$ cat config.mk
export PLATFORM = sky130hd
export DESIGN_NAME = sha256_core_standard_control_flat
export DESIGN_NICKNAME = d
export VERILOG_FILES = /design/src/rtl/sha256_core_standard_control_if.sv /design/src/rtl/sha256_core_standard_control.sv /design/src/flat_wrapper.sv
export SDC_FILE = /design/constraint.sdc
export NUM_CORES = 1
export LEC_CHECK = 0
export ABC_CLOCK_PERIOD_IN_PS = 2700
export CORE_AREA = 2 2 39 41
export DETAILED_ROUTE_END_ITERATION = 10
export DIE_AREA = 0 0 41 43
export PLACE_DENSITY_LB_ADDON = 0.3
export SLEW_MARGIN = 20
export SYNTH_ARGS = -nofsm -noshare
export SYNTH_HDL_FRONTEND = slang
export SYNTH_SLANG_ARGS = --single-unit
$ cat constraint.sdc
create_clock -name clk -period 2.7 [get_ports clk]
set_input_delay 0.27 -clock clk [delete_from_list [all_inputs] [get_ports clk]]
set_output_delay 0.27 -clock clk [all_outputs]
set_load 0.05 [all_outputs]
$ cat src/rtl/sha256_core_standard_control_if.sv
// Upstream request/digest handshake of the SHA-256 compression control FSM.
// The requester drives start/first_block_in/abort/digest_ack; the core answers with status.
interface sha256_core_standard_control_if;
  logic start;
  logic first_block_in;
  logic abort;
  logic digest_ack;
  logic ready;
  logic digest_valid;
  logic error;

  modport master (
    output start, first_block_in, abort, digest_ack,
    input  ready, digest_valid, error
  );

  modport slave (
    input  start, first_block_in, abort, digest_ack,
    output ready, digest_valid, error
  );
endinterface

$ cat src/rtl/sha256_core_standard_control.sv
// Sequencing FSM for the standard SHA-256 compression datapath: accepts a block,
// strobes the datapath through 64 rounds, then holds the digest until acknowledged.
module sha256_core_standard_control #(
  parameter int unsigned                 ROUND_CNT_W      = 6,
  parameter logic [ROUND_CNT_W-1:0]      SHA256_LOOP_LAST = 6'd63
) (
  input  logic                           clk,
  input  logic                           reset_n,
  sha256_core_standard_control_if.slave  ctrl,
  input  logic                           t_ctr_last,
  output logic                           first_block,
  output logic                           t_ctr_init,
  output logic                           t_ctr_next,
  output logic                           w_init,
  output logic                           w_next,
  output logic                           digest_init,
  output logic                           loop_init,
  output logic                           loop_next
);

  typedef enum logic [1:0] {
    ST_IDLE   = 2'd0,
    ST_ROUNDS = 2'd1,
    ST_DONE   = 2'd2
  } state_e;

  state_e                 state_q, state_d;
  logic [ROUND_CNT_W-1:0] round_cnt_q, round_cnt_d;
  logic                   first_block_q, first_block_d;
  logic                   error_q, error_d;

  logic ready_c;
  logic accept_c;
  logic init_c;
  logic next_c;
  logic t_next_c;

  // NOTE: state registers use non-blocking assignments only, so every flop
  // samples the pre-edge value of every other flop regardless of block order.
  always_ff @(posedge clk or negedge reset_n) begin
    if (!reset_n) begin
      state_q       <= ST_IDLE;
      round_cnt_q   <= '0;
      first_block_q <= 1'b0;
      error_q       <= 1'b0;
    end else begin
      state_q       <= state_d;
      round_cnt_q   <= round_cnt_d;
      first_block_q <= first_block_d;
      error_q       <= error_d;
    end
  end

  // NOTE: every signal written here gets a default first; a path that skips
  // an assignment would otherwise infer a latch.
  always_comb begin
    state_d       = state_q;
    round_cnt_d   = round_cnt_q;
    first_block_d = first_block_q;
    error_d       = error_q;
    init_c        = 1'b0;
    next_c        = 1'b0;
    t_next_c      = 1'b0;

    ready_c  = (state_q == ST_IDLE) || (state_q == ST_DONE);
    accept_c = reset_n && ready_c && ctrl.start && !ctrl.abort;

    if (accept_c) begin
      // Accepting in DONE doubles as the digest acknowledge (chaining).
      init_c        = 1'b1;
      state_d       = ST_ROUNDS;
      round_cnt_d   = '0;
      error_d       = 1'b0;
      first_block_d = ctrl.first_block_in;
    end else begin
      unique case (state_q)
        ST_ROUNDS: begin
          if (ctrl.abort) begin
            state_d = ST_IDLE;
          end else if (t_ctr_last != (round_cnt_q == SHA256_LOOP_LAST)) begin
            // Datapath and local round count disagree: the block is garbage.
            error_d = 1'b1;
            state_d = ST_IDLE;
          end else begin
            next_c      = 1'b1;
            t_next_c    = !t_ctr_last;
            round_cnt_d = round_cnt_q + 1'b1;
            if (t_ctr_last) begin
              state_d = ST_DONE;
            end
          end
        end
        ST_DONE: begin
          if (ctrl.abort || ctrl.digest_ack) begin
            state_d = ST_IDLE;
          end
        end
        default: begin
          state_d = ST_IDLE;
        end
      endcase
    end
  end

  assign ctrl.ready        = ready_c;
  assign ctrl.digest_valid = (state_q == ST_DONE);
  assign ctrl.error        = error_q;

  assign first_block = accept_c ? ctrl.first_block_in : first_block_q;
  assign t_ctr_init  = init_c;
  assign w_init      = init_c;
  assign loop_init   = init_c;
  assign digest_init = init_c;
  assign t_ctr_next  = t_next_c;
  assign w_next      = next_c;
  assign loop_next   = next_c;

endmodule

$ cat src/flat_wrapper.sv
// flat-port wrapper written by rule: the top's interface ports become plain ports
module sha256_core_standard_control_flat 
#(
  parameter int unsigned                 ROUND_CNT_W      = 6,
  parameter logic [ROUND_CNT_W-1:0]      SHA256_LOOP_LAST = 6'd63
)
  (clk, reset_n, t_ctr_last, first_block, t_ctr_init, t_ctr_next, w_init, w_next, digest_init, loop_init, loop_next, ctrl_start, ctrl_first_block_in, ctrl_abort, ctrl_digest_ack, ctrl_ready, ctrl_digest_valid, ctrl_error);
  sha256_core_standard_control_if ctrl_i ();
  input  logic clk;
  input  logic reset_n;
  input  logic t_ctr_last;
  output logic first_block;
  output logic t_ctr_init;
  output logic t_ctr_next;
  output logic w_init;
  output logic w_next;
  output logic digest_init;
  output logic loop_init;
  output logic loop_next;
  input wire logic [$bits(ctrl_i.start)-1:0] ctrl_start;
  input wire logic [$bits(ctrl_i.first_block_in)-1:0] ctrl_first_block_in;
  input wire logic [$bits(ctrl_i.abort)-1:0] ctrl_abort;
  input wire logic [$bits(ctrl_i.digest_ack)-1:0] ctrl_digest_ack;
  output wire logic [$bits(ctrl_i.ready)-1:0] ctrl_ready;
  output wire logic [$bits(ctrl_i.digest_valid)-1:0] ctrl_digest_valid;
  output wire logic [$bits(ctrl_i.error)-1:0] ctrl_error;
  assign ctrl_i.start = ctrl_start;
  assign ctrl_i.first_block_in = ctrl_first_block_in;
  assign ctrl_i.abort = ctrl_abort;
  assign ctrl_i.digest_ack = ctrl_digest_ack;
  assign ctrl_ready = ctrl_i.ready;
  assign ctrl_digest_valid = ctrl_i.digest_valid;
  assign ctrl_error = ctrl_i.error;
  sha256_core_standard_control #(.ROUND_CNT_W(ROUND_CNT_W), .SHA256_LOOP_LAST(SHA256_LOOP_LAST)) u_core (.clk(clk), .reset_n(reset_n), .ctrl(ctrl_i), .t_ctr_last(t_ctr_last), .first_block(first_block), .t_ctr_init(t_ctr_init), .t_ctr_next(t_ctr_next), .w_init(w_init), .w_next(w_next), .digest_init(digest_init), .loop_init(loop_init), .loop_next(loop_next));
endmodule
After elaboration in Yosys (flattened, before gate mapping):

Index checks and enable logic that the tools add are counted.

* register bits: 10
* input bits: 7
* output and inout port bits: 11
* word-level logic and storage cells: 50

* add/subtract/negate cells: 1
* equality and inequality tests: 8
* muxes and demuxes: 24
* reduce and logical (&&, ||, !) cells: 13

Operator list (number)
* 2-to-1 mux 6 bit: 4
* 2-to-1 mux 1 bit: 14
* 2-to-1 mux 2 bit: 5
* adder 6 x 1 -> 6 bit, second input constant: 1
* equality test 6 bit, second input constant: 1
* AND reduction 3 bit: 2
* inequality test 5 x 3 -> 1 bit, second input constant: 1
* inequality test 2 x 1 -> 1 bit, second input constant: 2
* one-hot mux 2 bit (2 select lines): 1
* nonzero test 2 bit: 2
* logical AND 1 bit: 3
* inequality test 3 x 1 -> 1 bit, second input constant: 1
* equality test 2 x 1 -> 1 bit, second input constant: 1
* equality test 2 bit, second input constant: 1
* logical NOT 1 bit: 2
* logical NOT 2 bit: 1
* logical OR 1 bit: 2
* AND reduction 2 bit: 1
* inequality test 1 bit: 1

Depth between registers and ports, before layout:

Gate-level depths: netlist of run 1.

* word-level depth: 7
* depth in mapped cells: 9
* gate-level depth less buffers: 8

Least setup slack after synthesis of run 1:

Ideal clock, no wire load.

* path type: reg2out
* start: register u_core.round_cnt_q[0]
* end: output w_next
* arrival time: 2.517 ns
* required time: 2.430 ns
* slack: -0.087 ns
* stages on the path, launching flop included: 9
* buffers on the path: 2
* path through: dfrtp_1 -> ha_1 -> nand3_1 -> or2_2 -> ha_1 -> or4b_1 -> buf_2 -> inv_1 -> buf_4

* word-level cells in the longest chain between the ends: 6

Ends and longest elaborated chain
* start, declared: line sha256_core_standard_control.sv:28 `logic [ROUND_CNT_W-1:0] round_cnt_q, round_cnt_d;`
* start signal, assigned: line sha256_core_standard_control.sv:48 `round_cnt_q <= round_cnt_d;`
* equality test 6 bit: line sha256_core_standard_control.sv:80 `end else if (t_ctr_last != (round_cnt_q == SHA256_LOOP_LAST)) begin`
* inequality test 1 bit: line sha256_core_standard_control.sv:80
* 2-to-1 mux 1 bit: line sha256_core_standard_control.sv:80
* 2-to-1 mux 1 bit: line sha256_core_standard_control.sv:78 `if (ctrl.abort) begin`
* 2-to-1 mux 1 bit: line sha256_core_standard_control.sv:76 `unique case (state_q)`
* 2-to-1 mux 1 bit: line sha256_core_standard_control.sv:68 `if (accept_c) begin`
* end, declared: line flat_wrapper.sv:16 `output logic w_next;`

Every way passes these cells.

Worst setup path after layout of run 1:

* start: register u_core.round_cnt_q[1]
* end: output loop_next

* word-level cells in the longest chain between the ends: 6

Ends and longest elaborated chain
* equality test 6 bit: line sha256_core_standard_control.sv:80
* inequality test 1 bit: line sha256_core_standard_control.sv:80
* 2-to-1 mux 1 bit: line sha256_core_standard_control.sv:80
* 2-to-1 mux 1 bit: line sha256_core_standard_control.sv:78
* 2-to-1 mux 1 bit: line sha256_core_standard_control.sv:76
* 2-to-1 mux 1 bit: line sha256_core_standard_control.sv:68
* end, declared: line flat_wrapper.sv:19 `output logic loop_next;`

Every way passes these cells.

==> flow_summary.ini, run 1 <==
[yosys]
netlist_instances = 53
yosys_warnings = 0
synthesis.area_um2 = 531.8
syn_nets = 62
synth_seq_area_share_pct = 47.06
synth_cell_types = 25
ys_ff_latch = 10
avgSynthCellArea_um2 = 10.03

[setup_path]
slowest_stage = or4b_4
crit_chain = ha_2 > nand3_2 > or2_2 > ha_1 > or4b_4 > clkinvlp_4 > buf_12
crit_required_ns = 2.43
crit_path_end = loop_next
cp-start-kind = register
cpPeakStageDelay_ns = 0.55
r2r_slack_ns = 0.12
r2r_end = u_core.round_cnt_q[5]$_DFFE_PN0P_
path_max_fanout = 6
cp.arrival_ns = 2.38
r2r_start = u_core.round_cnt_q[1]$_DFFE_PN0P_
worstSetupPathType = reg2out
crit_start = u_core.round_cnt_q[1]$_DFFE_PN0P_
cp-end-kind = output pin
reg2reg_depth = 7

[drt]
routed_wl_um = 1167
vias = 473
drc = 0
vias_per_cell = 5.256
antenna_left = 0
drtIter0Drc = 9
drt-pass1-iter-count = 4
wl_per_cell_um = 12.97

[run]
max_cap_violations = 0

[timing]
max_clock_freq_ghz = 0.3769
tightest_slew_ns = 0.4981
post-route-min-period_ns = 2.654
setup_viol = 0
min_period_over_period_pct = 98.28
skew_ns = 0.003273
hold_viol_final = 0
relSlewSlack_pct = 66.69
slew_violations = 0

[die]
rows = 14
die_area_mm2 = 0.001763
dieHeight_um = 43
die_x_um = 41
pin_count = 18
core_area_mm2 = 0.001384
initial_core_util_pct = 38.43

[power_and_ir_drop]
p_leak_nw = 0.3648
powerDensity_mw_per_mm2 = 441.1
power_w = 0.0003692
peakVddDrop_mv = 0.3118

[clock_network]
cts_inserted_buffers = 3
ctsHoldBuffers = 0
cts_tree = done
clock_sinks = 10
root_buffer = clkbuf_4
h-tree-depth = 1
path_clk_slew_ns = 0.06
clockBufferDepth = 2
insertion_delay_ns = 0.26

[global_route]
met2_usage_pct = 21.88
grt_max_degree = 13
grt_usage_pct = 15.61
grt.busiest_layer = met2
antenna_found_initial = 0
grt.overflow.total = 0
grt_pass1_vias = 439
grt_pass1_wl_um = 1807
met1_usage_pct = 20.00
met3_usage_pct = 3.141

[run_status]
run_status = finished clean

[final_layout]
fill_cells = 129
syn2layout_area_growth_pct = 57.41
final_cell_mix = 10 x clkdlybuf4s50_1, 10 x dfrtp_1, 8 x buf_4, 6 x buf_12
antenna_cells = 0
fin_nets = 85
drive_gt1_share_pct = 35.14
utilization_pct = 60.49

[place]
gp_congestion = 0.6982
io_buffer_count = 17
hpwl_um = 835.6

[hold_path]
hold_class = in2async
## flip-flops by register name, indices dropped and copies added, names as in the netlist
register,cells
u_core.round_cnt_q,6
u_core.ctrl.error,1
u_core.first_block_q,1
u_core.state_q,2
## timing repair
action | CTS | global route
gates cloned | 0 | 0
pin swaps | 0 | 2
resized for setup | 1 | 2
endpoints found under the setup margin | 3 | 4
buffers inserted | 1 | 2
## stage by stage
stage | std cells | setup TNS [ns] | hold WS, ns | area (um2) | setup WS [ns]
2_1_floorplan | 53 | 0 | -0.02559 | 535.5 | 0.1083
6_report | 90 | 0 | 0.3459 | 837.1 | 0.04647
4_1_cts | 88 | 0 | 0.3601 | 814.5 | 0.01233
3_3_place_gp | 84 | 0 | 0.4798 | 780.7 | 0.05122
3_5_place_dp | 84 | 0 | 0.4875 | 780.7 | 0.006161
5_1_grt | 90 | -0.06372 | 0.3803 | 837.1 | -0.03206
## Yosys cell counts, drive strengths merged
master,number,share of area [%]
buf,5,6.6
a21oi,4,3.8
ha,2,4.7
nor2,3,2.1
o31ai,1,1.4
mux2i,1,1.9
inv,3,2.1
nand3,2,1.9
and2,1,1.2
o22ai,1,1.2
mux2,3,6.4
o21ai,2,1.9
or3,2,2.4
nand2,4,2.8
or2,1,1.2
a22o,1,1.6
nor3b,1,1.4
clkbuf,1,0.71
nor2b,1,1.2
or4b,1,1.9
dfrtp,10,47
nor4bb,1,1.9
or4,1,1.4
a21o,1,1.4
## critical path: cells and delay by family (launching register included)
| family | cells | cell delay, ns |
|---|---|---|
| adders and majority gates | 2 | 0.50 |
| buffers and inverters | 2 | 0.30 |
| DFF | 1 | 0.39 |
| and+or+nand+nor | 3 | 0.95 |
## how the worst min path moves through the flow
stage | start | endpoint | slack (ns) | cells past startpoint
final | reset_n | u_core.round_cnt_q[4]$_DFFE_PN0P_ | 0.35 | 2
after detailed placement | u_core.first_block_q$_DFF_PN0_ | u_core.first_block_q$_DFF_PN0_ | 0.49 | 1
after CTS | reset_n | u_core.state_q[0]$_DFFE_PN0P_ | 0.36 | 2
after global placement | u_core.ctrl.error$_DFFE_PN0P_ | u_core.ctrl.error$_DFFE_PN0P_ | 0.48 | 2
after global routing | reset_n | u_core.round_cnt_q[5]$_DFFE_PN0P_ | 0.38 | 2
after floorplan | reset_n | u_core.ctrl.error$_DFFE_PN0P_ | -0.03 | 0
## kinds of logic (layout without fill, tap and decap cells)
kind of cell / count (synthesis) / count (layout) / synth area share (%)
muxes: 4 / 4 / 8.235
AOI/OAI and AO/OA: 10 / 10 / 11.30
and+or+nand+nor: 18 / 18 / 19.30
adders and majority gates: 2 / 2 / 4.705
buffers and inverters: 9 / 30 / 9.410
DFF: 10 / 10 / 47.06
## power breakdown
group | leakage [nW] | total (W) | switching, W | internal (W)
registers | 0.135 | 0.000166 | 0.00000632 | 0.000160
logic | 0.216 | 0.000105 | 0.0000572 | 0.0000476
clock network | 0.0138 | 0.0000985 | 0.0000471 | 0.0000513
## layer usage
layer | part of all wire [%] | wire (um)
met5 | 0 | 0
met4 | 2.4 | 28
met3 | 5.9 | 69
met2 | 51 | 596
met1 | 40 | 472
## final cells by class
| type | instances | area, um2 | area share [%] |
|---|---|---|---|
| Tap cell | 16 | 20.02 | 2.392 |
| Timing Repair Buffer | 24 | 280.3 | 33.48 |
| Clock buffer | 3 | 22.52 | 2.691 |
| Inverter | 3 | 15.01 | 1.794 |
| Multi-Input combinational cell | 34 | 249.0 | 29.75 |
| Sequential cell | 10 | 250.2 | 29.90 |
No activity file was read; power rests on OpenSTA's default activity.
==> inputs of run 2 (changes only) <==
PLACE_DENSITY = 0.84   (was not set)
PLACE_DENSITY_LB_ADDON = not set   (was 0.3)
==> flow_summary.ini, run 2 (synthesis results as in run 1) <==
[run_status]
run_status = finished clean

[timing]
slew_violations = 0
fin_setup_tns_ns = 0
post-route-min-period_ns = 2.603
min_period_over_period_pct = 96.41
hold_viol_final = 0
setup_viol = 0
max_clock_freq_ghz = 0.3842
tightest_slew_ns = 0.4928
skew_ns = 0.003701
relSlewSlack_pct = 67.05
rsz0062_at_grt = no

[global_route]
grt.overflow.total = 0
grt_pass1_vias = 446
grt_usage_pct = 16.22
grt_pass1_wl_um = 1821
antenna_found_initial = 0
grt_max_degree = 13

[final_layout]
syn2layout_area_growth_pct = 57.41
area.sequential_um2 = 250.2
multiInputGateArea_um2 = 249.0
fin_nets = 85
top_register = u_core.round_cnt_q
drive_gt1_share_pct = 35.14
largest_reg_flops = 6
antenna_cells = 0
fill_cells = 124
reg_top3 = u_core.round_cnt_q (6), u_core.state_q (2)
fin_cells = 90
final_cell_mix = 10 x clkdlybuf4s50_1, 10 x dfrtp_1, 8 x buf_4, 6 x buf_12

[run]
max_cap_violations = 0

[power_and_ir_drop]
p_sw_w = 0.0001106
power.share.clock_pct = 26.9
powerDensity_mw_per_mm2 = 441.9
p_seq_share_pct = 44.5
internal_power_w = 0.0002593
peakVddDrop_mv = 0.4547
p_comb_share_pct = 28.6
swShare_pct = 29.89
p_leak_nw = 0.3647

[die]
die_area_mm2 = 0.001763
pin_count = 18
core_area_mm2 = 0.001384
rows = 14
initial_core_util_pct = 38.43
die_x_um = 41
dieHeight_um = 43

[clock_network]
clock_sinks = 10
cts_tree = done
root_buffer = clkbuf_4
insertion_delay_ns = 0.26
ctsHoldBuffers = 0
path_clk_slew_ns = 0.06
clockBufferDepth = 2
cts_inserted_buffers = 3
h-tree-depth = 1

[place]
dpl.cell_count = 83
io_buffer_count = 17
hpwl_um = 781.3
gp_congestion = 0.7661

[setup_path]
crit_cells = 7
cp-start-kind = register
r2r_end = u_core.round_cnt_q[5]$_DFFE_PN0P_
cp.arrival_ns = 2.33
path_max_fanout = 5
cp-end-kind = output pin
r2r_start = u_core.round_cnt_q[1]$_DFFE_PN0P_
worstSetupPathType = reg2out
crit_chain = ha_2 > nand3_2 > or2_2 > ha_1 > or4b_4 > clkinvlp_4 > buf_12
cp_top_family = simple AND/OR/NAND/NOR gates
r2r_slack_ns = 0.19
cpPeakStageDelay_ns = 0.54
crit_required_ns = 2.43
worst-path-buf-inv = 2
reg2reg_depth = 7
slowest_stage = or4b_4

[drt]
antenna_left = 0
routed_wl_um = 1077
wl_per_cell_um = 11.97
vias = 465
drtIter0Drc = 5
drt-pass1-iter-count = 6
drc = 0
vias_per_cell = 5.167

[hold_path]
hold_class = in2async
run 2: power groups by stage:
stage	Clock [W]	Sequential, W	Combinational, W
4_1_cts	0.000102	0.000165	0.000105
3_5_place_dp	0	0.000168	0.0000980
5_1_grt	0.000110	0.000166	0.000113
2_1_floorplan	0	0.000175	0.0000501
6_report	0.0000995	0.000165	0.000106
3_3_place_gp	0	0.000168	0.0000969
run 2: worst max-delay path by stage:
stage | start | end | slack (ns)
floorplan | u_core.round_cnt_q[0]$_DFFE_PN0P_ | w_next | 0.11
global placement | u_core.round_cnt_q[0]$_DFFE_PN0P_ | u_core.round_cnt_q[0]$_DFFE_PN0P_ | 0.1
detailed placement | u_core.round_cnt_q[0]$_DFFE_PN0P_ | u_core.round_cnt_q[0]$_DFFE_PN0P_ | 0.07
CTS | u_core.round_cnt_q[0]$_DFFE_PN0P_ | loop_next | 0.004
global route | u_core.round_cnt_q[1]$_DFFE_PN0P_ | loop_next | 0.009
finish | u_core.round_cnt_q[1]$_DFFE_PN0P_ | w_next | 0.1
run 2: metal layers:
metal  global-route usage (%)  wire [um]
met3                    3.665         65
met5                        0          0
met2                    23.13        511
met1                    19.32        463
met4                    14.00         37
run 2: metrics by stage:
stage               setup slack [ns]  hold slack [ns]  utilization, %  instance area (um2)  power [W]
CTS                         0.003598           0.3532           59.04                817.0  0.0003717
finish                       0.09688           0.3381           60.49                837.1  0.0003699
detailed placement           0.06937           0.4882           55.88                773.2  0.0002663
global route                0.009192           0.3555           60.49                837.1  0.0003885
floorplan                     0.1083         -0.02559               -                535.5  0.0002251
global placement             0.09867           0.4815           55.88                773.2  0.0002649
run 2: worst register-to-register path, stage by stage (launching register included):
cell and delay, ns:
dfrtp_1 0.35, ha_2 0.20, nand3_2 0.08, or2_2 0.31, ha_1 0.29, or4b_4 0.54, or4_1 0.52, a21oi_1 0.15
run 2: timing repair:
item / CTS / global route
pin swaps: 0 / 2
resized for setup: 2 / 1
gates cloned: 0 / 0
setup buffers: 3 / 2
setup endpoints to repair: 2 / 3
run 2: cell type report:
cell class	instances	share of cell area, %
tap	16	2.392
inverter	3	1.794
multi-input combinational	34	29.75
timing repair buffer	24	33.48
sequential	10	29.90
clock buffer	3	2.691
==> inputs of run 3 (changes only) <==
CTS_CLUSTER_SIZE = 12   (was not set)
==> results of run 3 <==
The final DEF is identical to that of run 2; final timing and power are the same.
